**config.mk**
```make
export PLATFORM = sky130hd
export DESIGN_NAME = cache_cpu_requester
export DESIGN_NICKNAME = d
export VERILOG_FILES = /design/src/rtl/cache_pkg.sv /design/src/rtl/cache_req_fifo.sv /design/src/rtl/cache_cpu_requester.sv
export SDC_FILE = /design/constraint.sdc
export NUM_CORES = 1
export LEC_CHECK = 0
export CORE_ASPECT_RATIO = 1.75
export CORE_MARGIN = 2
export CORE_UTILIZATION = 32
export DETAILED_ROUTE_END_ITERATION = 6
export SETUP_SLACK_MARGIN = 0.4
export SYNTH_ARGS = -nofsm -noshare
export SYNTH_HDL_FRONTEND = slang
export SYNTH_HIERARCHICAL = 1
export SYNTH_SLANG_ARGS = --single-unit
```
**constraint.sdc**
```tcl
create_clock -name clk -period 8.82 [get_ports clk]
set_input_delay 0.882 -clock clk [delete_from_list [all_inputs] [get_ports clk]]
set_output_delay 0.882 -clock clk [all_outputs]
set_load 0.05 [all_outputs]
```
**src/rtl/cache_pkg.sv**
```systemverilog
// cache_pkg: shared widths, requester FSM states and the miss-read fill pattern
package cache_pkg;
  localparam int CACHE_ADDR_W = 7;
  localparam int CACHE_DATA_W = 32;
  localparam logic [31:0] MISS_PATTERN = 32'hDEADBEEF;
  typedef enum logic [1:0] {IDLE, ISSUE, CAPTURE, RESP} state_t;
endpackage

```
**src/rtl/cache_req_fifo.sv**
```systemverilog
// cache_req_fifo: sync FIFO (push/din in, pop/dout head, full/empty/count status), depth power of two
module cache_req_fifo #(
  parameter int W = 40,
  parameter int D = 4
) (
  input  logic                 clk,
  input  logic                 rst,
  input  logic                 push,
  input  logic                 pop,
  input  logic [W-1:0]         din,
  output logic [W-1:0]         dout,
  output logic                 full,
  output logic                 empty,
  output logic [$clog2(D):0]   count
);
  localparam int AW = $clog2(D);
  logic [W-1:0] mem [D];
  logic [AW-1:0] wp, rp;
  logic push_ok, pop_ok;
  assign full = count == (AW+1)'(D);
  assign empty = count == '0;
  assign dout = mem[rp];
  assign push_ok = push && !full;
  assign pop_ok = pop && !empty;
  always_ff @(posedge clk)
    if (push_ok) mem[wp] <= din;
  always_ff @(posedge clk) begin
    if (rst) begin
      wp <= '0;
      rp <= '0;
      count <= '0;
    end else begin
      if (push_ok) wp <= wp + 1'b1;
      if (pop_ok) rp <= rp + 1'b1;
      count <= count + (AW+1)'(push_ok) - (AW+1)'(pop_ok);
    end
  end
endmodule

```
**src/rtl/cache_cpu_requester.sv**
```systemverilog
// cache_cpu_requester: cmd_* FIFO in, one cpu_* cache transaction per command, rsp_* handshake out with timeout
module cache_cpu_requester
  import cache_pkg::*;
#(
  parameter int ADDR_W = CACHE_ADDR_W,
  parameter int DATA_W = CACHE_DATA_W,
  parameter int FIFO_DEPTH = 4,
  parameter int TIMEOUT = 15
) (
  input  logic              clk,
  input  logic              rst,
  input  logic              cmd_valid,
  output logic              cmd_ready,
  input  logic              cmd_rw,
  input  logic [ADDR_W-1:0] cmd_addr,
  input  logic [DATA_W-1:0] cmd_wdata,
  output logic [ADDR_W-1:0] cpu_addr,
  output logic [DATA_W-1:0] cpu_din,
  output logic              cpu_rw,
  output logic              cpu_valid,
  input  logic [DATA_W-1:0] cpu_dout,
  input  logic              cache_ready,
  output logic              rsp_valid,
  input  logic              rsp_ready,
  output logic              rsp_rw,
  output logic [DATA_W-1:0] rsp_data,
  output logic              rsp_timeout,
  output logic              busy,
  output logic [7:0]        issued_count
);
  localparam int W = 1 + ADDR_W + DATA_W;
  localparam int TW = $clog2(TIMEOUT + 1);
  state_t state;
  logic [TW-1:0] timer;
  logic [W-1:0] head;
  logic full, empty, pop;
  logic [$clog2(FIFO_DEPTH):0] fifo_count;
  assign cmd_ready = !full;
  assign pop = state == IDLE && !empty;
  assign busy = |fifo_count || state != IDLE;
  cache_req_fifo #(.W(W), .D(FIFO_DEPTH)) u_fifo (
    .clk(clk),
    .rst(rst),
    .push(cmd_valid && cmd_ready),
    .pop(pop),
    .din({cmd_rw, cmd_addr, cmd_wdata}),
    .dout(head),
    .full(full),
    .empty(empty),
    .count(fifo_count)
  );
  always_ff @(posedge clk) begin
    if (rst) begin
      state <= IDLE;
      timer <= '0;
      cpu_addr <= '0;
      cpu_din <= '0;
      cpu_rw <= 1'b0;
      cpu_valid <= 1'b0;
      rsp_valid <= 1'b0;
      rsp_rw <= 1'b0;
      rsp_data <= '0;
      rsp_timeout <= 1'b0;
      issued_count <= '0;
    end else begin
      case (state)
        IDLE: if (pop) begin
          {cpu_rw, cpu_addr, cpu_din} <= head;
          cpu_valid <= 1'b1;
          timer <= '0;
          state <= ISSUE;
        end
        ISSUE: if (cache_ready) begin
          cpu_valid <= 1'b0;
          issued_count <= issued_count + 8'd1;
          state <= CAPTURE;
        end else if (timer == TW'(TIMEOUT - 1)) begin
          cpu_valid <= 1'b0;
          rsp_rw <= cpu_rw;
          rsp_data <= '0;
          rsp_timeout <= 1'b1;
          rsp_valid <= 1'b1;
          state <= RESP;
        end else begin
          timer <= timer + 1'b1;
        end
        CAPTURE: begin
          rsp_data <= cpu_rw ? '0 : cpu_dout;
          rsp_rw <= cpu_rw;
          rsp_timeout <= 1'b0;
          rsp_valid <= 1'b1;
          state <= RESP;
        end
        default: if (rsp_ready) begin
          rsp_valid <= 1'b0;
          state <= IDLE;
        end
      endcase
    end
  end
endmodule

```
[Yosys cells after proc, flatten, opt, wreduce, memory -nomap -nowiden]
Memory sizes are Yosys's and may differ from the RTL's. A register that Yosys moved wholly into a read port is not among the register bits.
Cells that the tools add are included.
Word-level totals
  memories kept: 1
  word-level logic and storage cells: 77
  output and inout port bits: 86
  flip-flop bits (word level): 57
  input port bits: 77
  RAM bits: 160
Memories
  u_fifo.mem: words 4, width 40, read ports 1, clocked after memory_dff 1, write ports 1, RTL line cache_req_fifo.sv:17  | logic [W-1:0] mem [D];
Cells by class
  bitwise gates (word level): 1
  muxes and demuxes: 27
  equal/unequal tests: 9
  reductions and logical operators: 22
  add/subtract/negate cells: 6
Operator list (count)
  32-bit two-way mux: 3
  32-bit case mux with 2 select lines: 1
  4-bit two-way mux: 3
  1-bit two-way mux: 10
  3-bit AND reduction: 3
  8-bit by 1-bit adder with 8-bit output (second input constant): 1
  2-bit two-way mux: 4
  4-bit case mux with 2 select lines: 1
  4-bit AND reduction: 2
  2-bit inequality test (second input constant): 3
  1-bit case mux with 2 select lines: 3
  2-bit case mux with 3 select lines: 1
  2-bit nonzero test: 3
  2-bit by 1-bit adder with 2-bit output (second input constant): 2
  4-bit by 1-bit adder with 4-bit output (second input constant): 1
  4-bit equality test (second input constant): 1
  1-bit logical AND: 4
  2-bit AND reduction: 2
  4-bit nonzero test: 1
  3-bit by 1-bit adder with 3-bit output: 1
  3-bit equality test (second input constant): 1
  3-bit logical NOT: 1
  3-bit inequality test (second input constant): 1
  1-bit case mux with 3 select lines: 1
  other kinds (10): 11

[Logic depth before layout (Yosys ltp)]
  depth after elaboration: 6
  mapped depth: 16
  mapped depth without buffers: 14

[Hierarchy]
The synthesis kept the hierarchy.
By module, submodules not included
  cache_req_fifo: area each 6284.8 µm², sequential area each 4984.8 µm², instances 1, cells each 260
  cache_cpu_requester: area each 3394.5 µm², sequential area each 1801.7 µm², instances 1, cells each 358

[Least setup slack after synthesis]
OpenSTA, ideal clock, no wires.
  path kind: reg-to-reg
  start point: reg u_fifo.count[1]
  end point: reg u_fifo.count[2]
  arrival time: 2.816 ns
  setup time: 0.078 ns
  cell stages (with the launch flop): 16
  path slack: 5.926 ns
  buffers on the path: 2
  required time: 8.742 ns
  period minus slack after synthesis: 2.894 ns
  cells stage by stage: dfxtp_1 nor3_1 nand2b_1 clkbuf_1 inv_1 clkbuf_1 o31ai_1 inv_1 ha_1 inv_1 ha_1 inv_1 fa_1 xor2_1 and2_1 nor3_1
On the way
  elaborated cells between the ends (all ways): 10
  those cells by class: 2 x add/sub; 1 x eq/ne; 7 x reduce/logical
RTL lines
  start, declared: RTL line cache_req_fifo.sv:14  | output logic [$clog2(D):0] count
  start signal, assigned: RTL line cache_req_fifo.sv:35  | count <= count + (AW+1)'(push_ok) - (AW+1)'(pop_ok);
  3-bit logical NOT: RTL line cache_req_fifo.sv:21  | assign empty = count == '0;
  via empty: RTL line cache_cpu_requester.sv:36  | logic full, empty, pop;
  1-bit logical NOT: RTL line cache_cpu_requester.sv:39  | assign pop = state == IDLE && !empty;
  1-bit logical AND: RTL line cache_cpu_requester.sv:39
  via pop: RTL line cache_cpu_requester.sv:36
  1-bit logical AND: RTL line cache_req_fifo.sv:24  | assign pop_ok = pop && !empty;
  via u_fifo.pop_ok: RTL line cache_req_fifo.sv:19  | logic push_ok, pop_ok;
  3-bit by 1-bit subtractor with 3-bit output: RTL line cache_req_fifo.sv:35
The timed path passes the listed nets, and every way through them passes these cells.
A chain may end at the register's enable or synchronous reset.

[Worst setup path after layout]
  start point: reg u_fifo.count[1]
  end point: reg u_fifo.count[2]
On the way
  elaborated cells between the ends (all ways): 10
  those cells by class: 2 x add/sub; 1 x eq/ne; 7 x reduce/logical
RTL lines (RTL line)
  3-bit logical NOT (*): cache_req_fifo.sv:21
  via empty: cache_cpu_requester.sv:36
  1-bit logical NOT (*): cache_req_fifo.sv:24, cache_cpu_requester.sv:39
  1-bit logical AND: cache_cpu_requester.sv:39
  1-bit logical AND (*): cache_req_fifo.sv:24
  via u_fifo.pop_ok: cache_req_fifo.sv:19
  3-bit by 1-bit subtractor with 3-bit output (*): cache_req_fifo.sv:35
The timed path passes the listed nets; every way through them passes the cells marked *.

==> impl_metrics.py <==
metrics = {
    "grt": {
        "grt.busiest_layer": "met2",
        "grt-ovfl-total": 0,
        "use_met2_pct": 25.40,
        "grt_pass1_vias": 5649,
        "use_met1_pct": 13.58,
        "antenna_found_initial": 0,
        "grt_usage_pct": 13.05,
        "grt_pass1_wl_microns": 31390,
        "grt_max_degree": 71,
        "gr-usage-met3_pct": 2.464,
    },
    "critical_path": {
        "crit_path_start": "u_fifo/count[1]$_SDFF_PP0_",
        "crit_slowest_cell": "nand2b_2",
        "r2r_setup_slack_ns": 4.54,
        "r2r-start": "u_fifo/count[1]$_SDFF_PP0_",
        "cp_top_family": "simple AND/OR/NAND/NOR gates",
        "arrival_ns": 4.73,
        "crit_cells": 13,
        "start_kind": "flip-flop",
        "r2r-end": "u_fifo/count[2]$_SDFF_PP0_",
        "critPathMaxFanout": 42,
        "cp_slowest_stage_delay_ns": 0.87,
        "required_ns": 9.27,
        "worstPathCellList": "nor3_1, nand2b_2, inv_2, o31ai_1, inv_1, ha_1, inv_1, ha_1, inv_1, fa_1, xor2_1, and2_1, nor3_1",
        "path_class": "reg -> reg",
        "cp-end-kind": "flip-flop",
        "rr_worst_depth": 13,
        "crit_top_cell": "inv_1",
        "crit_buf_inv": 4,
        "crit_end": "u_fifo/count[2]$_SDFF_PP0_",
    },
    "clock_tree": {
        "cts_resized": 0,
        "path_clk_slew_ns": 0.06,
        "htreeDepth": 1,
        "holdBufCountCts": 0,
        "cts_buffers": 25,
        "postCtsSetupBuffers": 0,
        "cts-root-buf": "clkbuf_16",
        "insertion_delay_ns": 0.52,
        "cts_buffer_depth": 3,
        "cts_sinks": 259,
        "cts_tree": "built",
    },
    "yosys": {
        "syn_inst": 618,
        "synth_edf_count": 160,
        "ys_ff_latch": 259,
        "ys_types": 43,
        "netlist.top_cell.by_area": "edfxtp_1",
        "synth_area_leaders": "edfxtp_1 50%, dfxtp_1 20%, mux4_2 9.3%, nand2_1 3.5%, a22o_2 2.8%",
        "avgSynthCellArea_sq_um": 15.66,
        "syn_nets": 711,
        "synth-seq-area-share_pct": 70.11,
        "synth-async-reset-ratio_pct": 0,
        "yosysWarningCount": 6,
        "yosysTopAreaCellShare_pct": 49.64,
        "syn_area_sq_um": 9679,
        "ys.flop_type": "edfxtp_1",
    },
    "detailed_routing": {
        "drt-total-wl_microns": 20760,
        "drt_first_iter_violations": 309,
        "ant_nets": 0,
        "vias_per_cell": 4.716,
        "route.detailed.drc": 0,
        "first_pass_iters": 4,
        "vias": 5588,
        "routedWlPerCell_microns": 17.52,
    },
    "sta": {
        "hold_viol_final": 0,
        "setup_tns_ns": 0,
        "skew_ns": 0.007432,
        "fin_crit_ns": 4.284,
        "setup_viol": 0,
        "max_freq_mhz": 233.4,
        "worst_hold_slack_ns": 0.4531,
        "finalMaxSlewViolations": 0,
        "slew-limit-headroom_pct": 36.91,
        "layout_worst_path_cycle_share_pct": 48.57,
        "tightest_slew_ns": 0.9464,
        "finalWorstSetupSlack_ns": 4.536,
        "rsz0062_at_grt": "false",
    },
    "die": {
        "core-area_sq_um": 29950,
        "start_util_pct": 32.31,
        "die_height_microns": 234.1,
        "die_x_microns": 135.5,
        "ioPinCount": 163,
        "die_area_sq_um": 31710,
        "num_rows": 84,
    },
    "power_and_ir_drop": {
        "power.density_nw_per_um2": 335.2,
        "p_sw_w": 0.001496,
        "p_int_w": 0.002665,
        "ir_drop_mv": 0.1707,
        "combPwrFrac_pct": 34.3,
        "switching_share_pct": 35.95,
        "power.leakage_nw": 4.188,
        "seqPwrFrac_pct": 40.1,
        "power_frac_clock_pct": 25.6,
    },
    "flow_run": {
        "drv_cap": 0,
    },
    "worst_hold_path": {
        "min-delay-path-class": "reg -> reg",
        "whs_path_depth": 2,
    },
    "placement": {
        "dp_hpwl_microns": 12810,
        "gp_congestion": 0.7272,
        "post-place-ws_ns": 4.424,
        "portBuffers": 162,
    },
    "status": {
        "status": "completed",
    },
    "cells_and_area": {
        "drive_above_1_share_pct": 15.91,
        "syn_to_final_growth_pct": 28.25,
        "fillers": 2800,
        "fin_nets": 873,
        "n_antenna_cell": 0,
    },
}
## power groups by stage
stage               Sequential [W]  Clock, W  Combinational, W
global route               0.00170   0.00115           0.00154
detailed placement         0.00170         0           0.00146
finish                     0.00167   0.00107           0.00143
CTS                        0.00168   0.00111           0.00146
floorplan                  0.00200         0          0.000703
global placement           0.00169         0           0.00144
## worst register-to-register path, stage by stage, from the launching register on
cell,delay [ns]
dfxtp_1,0.39
nor3_1,0.60
nand2b_2,0.87
inv_2,0.63
o31ai_1,0.29
inv_1,0.09
ha_1,0.28
inv_1,0.07
ha_1,0.14
inv_1,0.05
fa_1,0.37
xor2_1,0.16
and2_1,0.16
nor3_1,0.11
## metal layers
| layer | vias to the layer above | wire length, microns | share of wire [%] |
|---|---|---|---|
| met5 | - | 0 | 0 |
| met4 | 0 | 541 | 2.6 |
| met3 | 33 | 1094 | 5.3 |
| met2 | 123 | 11600 | 56 |
| met1 | 2803 | 7528 | 36 |
| li1 | 2629 | - | - |
## worst min-delay path by stage
stage	from	slack (ns)	end
3_3_place_gp	cpu_din[21]$_SDFFE_PP0P_	0.44	cpu_din[21]$_SDFFE_PP0P_
3_5_place_dp	cpu_addr[6]$_SDFFE_PP0P_	0.45	cpu_addr[6]$_SDFFE_PP0P_
2_1_floorplan	u_fifo/rp[1]$_SDFFE_PP0P_	0.46	flip-flop
5_1_grt	cpu_din[25]$_SDFFE_PP0P_	0.47	cpu_din[25]$_SDFFE_PP0P_
6_report	cpu_din[7]$_SDFFE_PP0P_	0.45	cpu_din[7]$_SDFFE_PP0P_
4_1_cts	cpu_din[10]$_SDFFE_PP0P_	0.46	cpu_din[10]$_SDFFE_PP0P_
## through the flow
step | total power [W] | std cells | util, % | cell area, sq um
after floorplan | 0.002704 | 618 | - | 9679
after global placement | 0.003138 | 1140 | 38.71 | 11600
after detailed placement | 0.003163 | 1140 | 38.71 | 11600
after CTS | 0.004252 | 1185 | 41.44 | 12410
after global routing | 0.004397 | 1185 | 41.44 | 12410
final | 0.004161 | 1185 | 41.44 | 12410
## layout by cell type, fill, tap and decap left out, types with 2 or more instances in the layout
| cell type | n |
|---|---|
| inv_1 | 14 |
| dfxtp_1 | 97 |
| bufinv_16 | 2 |
| a22o_1 | 5 |
| xor2_1 | 8 |
| buf_4 | 8 |
| clkinv_1 | 3 |
| edfxtp_1 | 160 |
| clkbuf_1 | 6 |
| nand2b_1 | 3 |
| and2_2 | 4 |
| nand3_1 | 3 |
| clkbuf_8 | 3 |
| clkinv_2 | 3 |
| nor3_1 | 4 |
| and2_1 | 2 |
| nor2_1 | 19 |
| a211oi_1 | 3 |
| a221oi_1 | 2 |
| o21ai_0 | 3 |
| ha_1 | 15 |
| nand4_1 | 7 |
| or3_1 | 2 |
| nand2_1 | 89 |
| nor2b_1 | 3 |
| clkbuf_16 | 26 |
| mux2i_1 | 4 |
| and3_1 | 2 |
| mux4_2 | 40 |
| a22o_2 | 27 |
| a21oi_1 | 47 |
| clkdlybuf4s50_1 | 161 |
## cell families after synthesis
| kind of cell | share of synthesized area [%] |
|---|---|
| DFF | 70.11 |
| and+or+nand+nor | 6.890 |
| AOI/OAI and AO/OA | 6.942 |
| buffers and inverters | 3.232 |
| muxes | 9.863 |
| adders and majority gates | 2.146 |
| xor gates and xnor gates | 0.8144 |
## Yosys cell counts, types with 5 or more instances
library cell and n:
nand2_1 89, edfxtp_1 160, a21oi_1 47, nand4_1 7
inv_1 15, dfxtp_1 99, clkbuf_1 18, buf_6 7
buf_2 6, a22o_1 5, nor2_1 19, mux4_2 40
xor2_1 8, ha_1 15, a22o_2 27, and2_1 6
## area by class of cell
type | count | area (sq um) | share of cell area (%)
Clock inverter | 10 | 102.6 | 0.8265
Inverter | 15 | 56.30 | 0.4536
Timing Repair Buffer | 170 | 1677 | 13.51
Clock buffer | 35 | 714.4 | 5.755
Tap cell | 387 | 484.2 | 3.901
Multi-Input combinational cell | 309 | 2587 | 20.84
Sequential cell | 259 | 6792 | 54.71
## sequential cells by signal, indices dropped and copies added, names as in the netlist, 2 cells and up, named ones only
register and flops:
cpu_addr 7, u_fifo/count 3, u_fifo/wp 2, rsp_data 32, state 2, u_fifo/mem 160
timer 4, u_fifo/rp 2, cpu_din 32, issued_count 8
Power figures use the tool's default switching activity.
